==> src/rtl/lfsr_frame_ctrl.sv <==
// Frame controller that feeds bytes bit-serially into an external CRC LFSR
// and captures the final checksum once the last byte has been shifted out.
module lfsr_frame_ctrl #(
  parameter int          LSB_FIRST = 1,
  parameter logic [31:0] FINAL_XOR = 32'hFFFF_FFFF
) (
  input  logic        clk_in,
  input  logic        rst_in,
  input  logic        start_in,
  input  logic        abort_in,
  input  logic        byte_valid_in,
  input  logic [7:0]  byte_in,
  input  logic        last_in,
  output logic        byte_ready_out,
  output logic        lfsr_rst_out,
  output logic        lfsr_valid_out,
  output logic        lfsr_bit_out,
  input  logic [31:0] lfsr_value_in,
  output logic [31:0] crc_out,
  output logic        crc_valid_out,
  output logic        busy_out,
  output logic [2:0]  state_dbg_out
);

  typedef enum logic [2:0] {
    S_IDLE   = 3'd0,
    S_INIT   = 3'd1,
    S_WAIT   = 3'd2,
    S_SHIFT  = 3'd3,
    S_SETTLE = 3'd4,
    S_DONE   = 3'd5
  } state_t;

  state_t      state_q;
  state_t      state_nxt;
  logic [7:0]  shreg_q;
  logic        last_q;
  logic [2:0]  bit_cnt_q;
  logic [31:0] crc_q;
  logic        handshake;

  // Byte handshake: a byte transfers on any edge where byte_valid_in and
  // byte_ready_out are both high; ready depends on the state register only.
  assign handshake = (state_q == S_WAIT) && byte_valid_in && !abort_in;

  always_ff @(posedge clk_in) begin
    if (rst_in) begin
      state_q <= S_IDLE;
    end else begin
      state_q <= state_nxt;
    end
  end

  always_comb begin
    state_nxt = state_q;
    if (abort_in) begin
      state_nxt = S_IDLE;
    end else begin
      case (state_q)
        S_IDLE:   if (start_in) state_nxt = S_INIT;
        S_INIT:   state_nxt = S_WAIT;
        S_WAIT:   if (byte_valid_in) state_nxt = S_SHIFT;
        S_SHIFT:  if (bit_cnt_q == 3'd7) state_nxt = last_q ? S_SETTLE : S_WAIT;
        S_SETTLE: state_nxt = S_DONE;
        S_DONE:   state_nxt = S_IDLE;
        default:  state_nxt = S_IDLE;
      endcase
    end
  end

  // An abort during SETTLE must leave the previous checksum untouched.
  always_ff @(posedge clk_in) begin
    if (rst_in) begin
      shreg_q   <= 8'd0;
      last_q    <= 1'b0;
      bit_cnt_q <= 3'd0;
      crc_q     <= 32'd0;
    end else begin
      if (handshake) begin
        shreg_q   <= byte_in;
        last_q    <= last_in;
        bit_cnt_q <= 3'd0;
      end else if (state_q == S_SHIFT) begin
        shreg_q   <= (LSB_FIRST != 0) ? {1'b0, shreg_q[7:1]} : {shreg_q[6:0], 1'b0};
        bit_cnt_q <= bit_cnt_q + 3'd1;
      end
      if ((state_q == S_SETTLE) && !abort_in) begin
        crc_q <= lfsr_value_in ^ FINAL_XOR;
      end
    end
  end

  always_comb begin
    byte_ready_out = (state_q == S_WAIT);
    lfsr_rst_out   = (state_q == S_INIT) || rst_in;
    lfsr_valid_out = (state_q == S_SHIFT);
    lfsr_bit_out   = 1'b0;
    if (state_q == S_SHIFT) begin
      lfsr_bit_out = (LSB_FIRST != 0) ? shreg_q[0] : shreg_q[7];
    end
    crc_valid_out  = (state_q == S_DONE);
    busy_out       = (state_q != S_IDLE);
  end

  assign crc_out       = crc_q;
  assign state_dbg_out = state_q;

endmodule

==> config.mk <==
export PLATFORM = sky130hd
export DESIGN_NAME = lfsr_frame_ctrl
export DESIGN_NICKNAME = d
export VERILOG_FILES = /design/src/rtl/lfsr_frame_ctrl.sv
export SDC_FILE = /design/constraint.sdc
export NUM_CORES = 1
export LEC_CHECK = 0
export BUFFER_PORTS_ARGS = -buffer_cell sky130_fd_sc_hd__buf_2
export CAP_MARGIN = 20
export CORE_ASPECT_RATIO = 1.1
export CORE_MARGIN = 3
export CORE_UTILIZATION = 42
export CTS_CLUSTER_SIZE = 28
export DETAILED_ROUTE_END_ITERATION = 10
export GPL_TIMING_DRIVEN = 0
export PLACE_DENSITY = 0.83
export REMOVE_ABC_BUFFERS = 1
export SYNTH_ARGS = -nofsm -noshare
export SYNTH_HDL_FRONTEND = slang
export SYNTH_SLANG_ARGS = --single-unit
==> constraint.sdc <==
create_clock -name clk_in -period 1.37 [get_ports clk_in]
set_input_delay 0.0685 -clock clk_in [delete_from_list [all_inputs] [get_ports clk_in]]
set_output_delay 0.0685 -clock clk_in [all_outputs]
set_load 0.05 [all_outputs]
After elaboration in Yosys (flattened, before gate mapping)
Cells that the tools add are included.

storage, ports and cells
  logic and storage cells = 35
  register bits after elaboration = 47
  input bits = 46
  output and inout port bits = 41

cells by class
  reduce and logical (&&, ||, !) cells = 11
  bitwise operators = 1
  equal/unequal tests = 9
  add/sub/neg operators = 1
  muxes and demuxes = 8

operators by type and width
  kind                                                   count
  NOT 32 bit                                             1
  2-to-1 mux 8 bit                                       2
  one-hot mux 3 bit (5 select lines)                     1
  2-to-1 mux 3 bit                                       4
  equality test 3 bit, second input constant             3
  equality test 3 x 2 -> 1 bit, second input constant    2
  inequality test 2 bit, second input constant           2
  OR reduction 2 bit                                     2
  adder 3 x 1 -> 3 bit, second input constant            1
  equality test 3 x 1 -> 1 bit, second input constant    1
  logical AND 1 bit                                      3
  zero test 3 bit                                        1
  AND reduction 3 bit                                    1
  nonzero test 3 bit                                     1
  inequality test 2 x 1 -> 1 bit, second input constant  1
  nonzero test 2 bit                                     1
  zero test 1 bit                                        1
  logical OR 1 bit                                       1
  2-to-1 mux 1 bit                                       1

Depth between registers and ports, before layout
  depth after elaboration = 4
  gate-level depth with buffers = 5
  depth with buffers taken out = 5

Worst setup path before layout
No wires, ideal clock.

  path type = reg-to-output
  start point = register state_q[0], in the netlist state_dbg_out[0]
  end point = output lfsr_rst_out
  arrival time = 2.105 ns
  setup slack = -0.803 ns
  data required time = 1.302 ns
  stages on the path, launching flop included = 4
  cell sequence = dfxtp_1 buf_2 nand2b_1 o21ai_0

on the way
  longest elaborated chain between the ends = 2

ends and longest elaborated chain
  element                       line  RTL
  from (decl)                   34    state_t state_q;
  from (signal assigned)        50    state_q <= state_nxt;
  equality test 3 x 1 -> 1 bit  95    lfsr_rst_out = (state_q == S_INIT) || rst_in;
  logical OR 1 bit              95
  to (decl)                     15    output logic lfsr_rst_out,

Every way passes these cells.

Final worst setup path
  start point = register state_q[1], in the netlist state_dbg_out[1]
  end point = register crc_q[21], in the netlist crc_out[21]

on the way
  longest elaborated chain between the ends = 2

ends and longest elaborated chain
  element               line  RTL
  equality test 3 bit   87    if ((state_q == S_SETTLE) && !abort_in) begin
  logical AND 1 bit     87
  to (signal assigned)  88    crc_q <= lfsr_value_in ^ FINAL_XOR;
  to (decl)             39    logic [31:0] crc_q;

Every way passes these cells.
A chain may end at the register's enable or synchronous reset.

==> impl_metrics.json <==
{
  "syn_inst": 177,
  "arrival_ns": 1.60,
  "final_cells": 382,
  "ys_seq_elements": 47,
  "grt_max_degree": 40,
  "die_y_um": 76.9,
  "syn_avg_cell_area_sq_um": 10.8,
  "hp-class": "input port to register",
  "yosys_warnings": 0,
  "clock-sinks": 47,
  "cts_max_level": 2,
  "powerDensity_mw_per_mm2": 743,
  "io_pins": 87,
  "die_area_sq_mm": 0.00541,
  "cts-buffers-inserted": 5,
  "cp_cell_sequence": "nor4b_4, buf_8, buf_12, nor2_1, a211oi_2",
  "antenna_found_initial": 0,
  "insertion_delay_ns": 0.29,
  "hold_viol": 0,
  "setup_slack_ns": -0.0250,
  "drt-wirelength-per-cell_um": 15.3,
  "end_kind": "register",
  "gp_congestion": 0.752,
  "initial_core_util": 0.441,
  "drc": 0,
  "clk_pin_slew_worst_paths_ns": 0.08,
  "path_max_fanout": 9,
  "first_pass_iters": 4,
  "drv_cap": 0,
  "final-setup-viol-count": 2,
  "period_needed_ns": 1.39,
  "final_nets": 376,
  "dp_slack_ns": -0.818,
  "report.final.slew_viol_count": 0,
  "layout_worst_path_cycle_share": 1.02,
  "core.rowCount": 25,
  "drive_above_1_share": 0.558,
  "total_power_mw": 2.46,
  "power_frac_clock": 0.331,
  "drt-total-wl_mm": 5.85,
  "first_iter_violations": 80,
  "criticalPathCategory": "register to register",
  "via_count": 1941,
  "internal-power_mw": 1.91,
  "vias_per_cell": 5.08,
  "dp_hpwl_mm": 2.91,
  "synth.distinct_cells": 32,
  "finalInstanceArea_sq_mm": 0.00332,
  "placed_cells": 306,
  "max_clock_freq_mhz": 717,
  "fin_worst_skew_ns": 0.00642,
  "cpMaxStageDelayCell": "dfxtp_4",
  "fillCellCount": 272,
  "yosysSeqAreaShare": 0.491,
  "leakage_nw": 1.46,
  "core_sq_mm": 0.00435,
  "relSlewSlack": 0.603,
  "violations": "negative setup slack",
  "grt_pass1_wl_mm": 8.91,
  "worstMarginPinSlew_ns": 0.596,
  "combPwrFrac": 0.113,
  "rsz0062_at_grt": "true",
  "clock_path_buffers": 2,
  "status": "finished, violations left",
  "ant_nets": 0,
  "power.share.switching": 0.225,
  "diodes": 0,
  "switchingPower_mw": 0.555,
  "max_stage_delay_ns": 0.37,
  "die_w_um": 70.4,
  "whs_ns": 0.0240,
  "numPortBuffers": 86,
  "clockRootBuffer": "clkbuf_8",
  "p_seq_frac": 0.556,
  "grt_pass1_vias": 1929,
  "area_growth_syn_to_layout_pct": 73.0,
  "critPathRequiredTime_ns": 1.57,
  "dpl_cell_area_sq_mm": 0.00237,
  "grt_usage": 0.202,
  "reg2reg_setup_slack_ns": -0.02,
  "vdd_drop_max_uv": 592,
  "cts_tree": "yes",
  "cp-start-kind": "register",
  "grt.overflow.total": 0,
  "synth.cell_area_sq_mm": 0.00192
}
-- cell type report --
type	instances	area (sq um)	area share
Clock inverter	1	5.00	0.00151
Inverter	2	7.51	0.00226
Multi-Input combinational cell	114	965	0.291
Timing Repair Buffer	158	1240	0.373
Sequential cell	47	952	0.287
Tap cell	54	67.6	0.0204
Clock buffer	6	82.6	0.0249
-- cell usage after synthesis --
library cell  instances  area [sq um]
nand2b_1              1          6.26
nor3_1                1          5.00
o21ai_0               2          10.0
o211a_1               1          10.0
o22ai_2               1          12.5
nor4b_2               1          15.0
buf_2                 6          30.0
o211ai_1              2          15.0
clkbuf_1              1          3.75
inv_1                 2          7.51
a32o_1                1          10.0
nand2_1               4          15.0
nor2b_1               3          18.8
and4bb_2              1          12.5
a211oi_2             28           350
or4_1                 1          7.51
buf_6                 2          22.5
buf_1                 1          3.75
and3_1                3          18.8
or2_1                 1          6.26
a21oi_1               1          5.00
and4_4                1          11.3
a22o_1                2          17.5
a22oi_1               1          7.51
ha_1                  2          25.0
nor2_1               35           131
dfxtp_1              47           941
mux2i_1               1          10.0
a221o_1               7          70.1
and2_1                8          50.1
a211oi_1              5          37.5
buf_4                 4          30.0
-- power by group through the flow --
stage                     Combinational, mW  Sequential [mW]  Clock [mW]
final                                 0.277             1.37       0.817
after detailed placement              0.164             1.41           0
after floorplan                      0.0472             1.41           0
after global placement                0.163             1.41           0
after global routing                  0.298             1.37       0.907
after CTS                             0.256             1.37       0.862
-- worst max-delay path: cells and delay by family, from the launching register on --
family | cells | cell delay, ns
flip-flops | 1 | 0.37
AND/OR/NAND/NOR | 2 | 0.40
buffers and inverters | 2 | 0.33
AO/OA/AOI/OAI | 1 | 0.22
-- per-stage QoR --
stage | util | setup TNS, ns
3_5_place_dp | 0.546 | -25.38
4_1_cts | 0.700 | -0.117
5_1_grt | 0.763 | -0.730
3_3_place_gp | 0.535 | -135.19
6_report | 0.763 | -0.0273
2_1_floorplan | - | -117.93
-- sequential cells by signal, summed over array words and instances, names as in the netlist --
| name | cells |
|---|---|
| crc_out | 32 |
| state_dbg_out | 3 |
| bit_cnt_q | 3 |
| shreg_q | 8 |
| last_q | 1 |
-- cell usage in the layout (no fill, tap or decap), types with 2 or more instances in the layout --
cell	count
and2_1	7
buf_12	3
inv_1	2
buf_4	18
a22o_1	2
buf_8	3
o211ai_1	2
a221o_1	7
a211oi_2	30
buf_2	81
clkbuf_16	3
and3_1	2
clkbuf_8	6
o21ai_0	2
nor2_2	14
buf_6	12
ha_1	2
nor2_1	20
a211oi_1	3
dlygate4sd3_1	38
dfxtp_4	3
dfxtp_1	44
nand2_1	4
-- timing repair --
action / in CTS / in global routing
buffers inserted: 16 / 12
pin swaps: 2 / 12
endpoints found under the setup margin: 51 / 40
hold buffers: 38 / 0
resized for setup: 22 / 32
endpoints found under the hold margin: 38 / 0
cloned: 0 / 3
-- worst paths after layout --
check,startpoint,endpoint,cells past startpoint
min reg2reg,last_q$_SDFFE_PP0P_,last_q$_SDFFE_PP0P_,2
max,state_dbg_out[1]$_SDFFE_PP0P_,crc_out[21]$_SDFFE_PP0P_,5
max reg2reg,state_dbg_out[1]$_SDFFE_PP0P_,crc_out[21]$_SDFFE_PP0P_,5
min,last_in,last_q$_SDFFE_PP0P_,3
-- cell families after synthesis --
group / Yosys count / share of synthesized area
flip-flops: 47 / 0.491
AO/OA/AOI/OAI: 51 / 0.285
adder cells (fa/ha/maj): 2 / 0.0131
AND/OR/NAND/NOR: 60 / 0.155
multiplexers: 1 / 0.00522
buffers and inverters: 16 / 0.0509
-- layer usage --
metal	track usage	up-vias	part of all wire
met5	0	-	0
met4	0.0632	0	0.020
met3	0.0550	13	0.058
met2	0.389	82	0.54
met1	0.206	900	0.38
li1	-	946	-
Note: power is estimated with default switching activity, not from simulation.
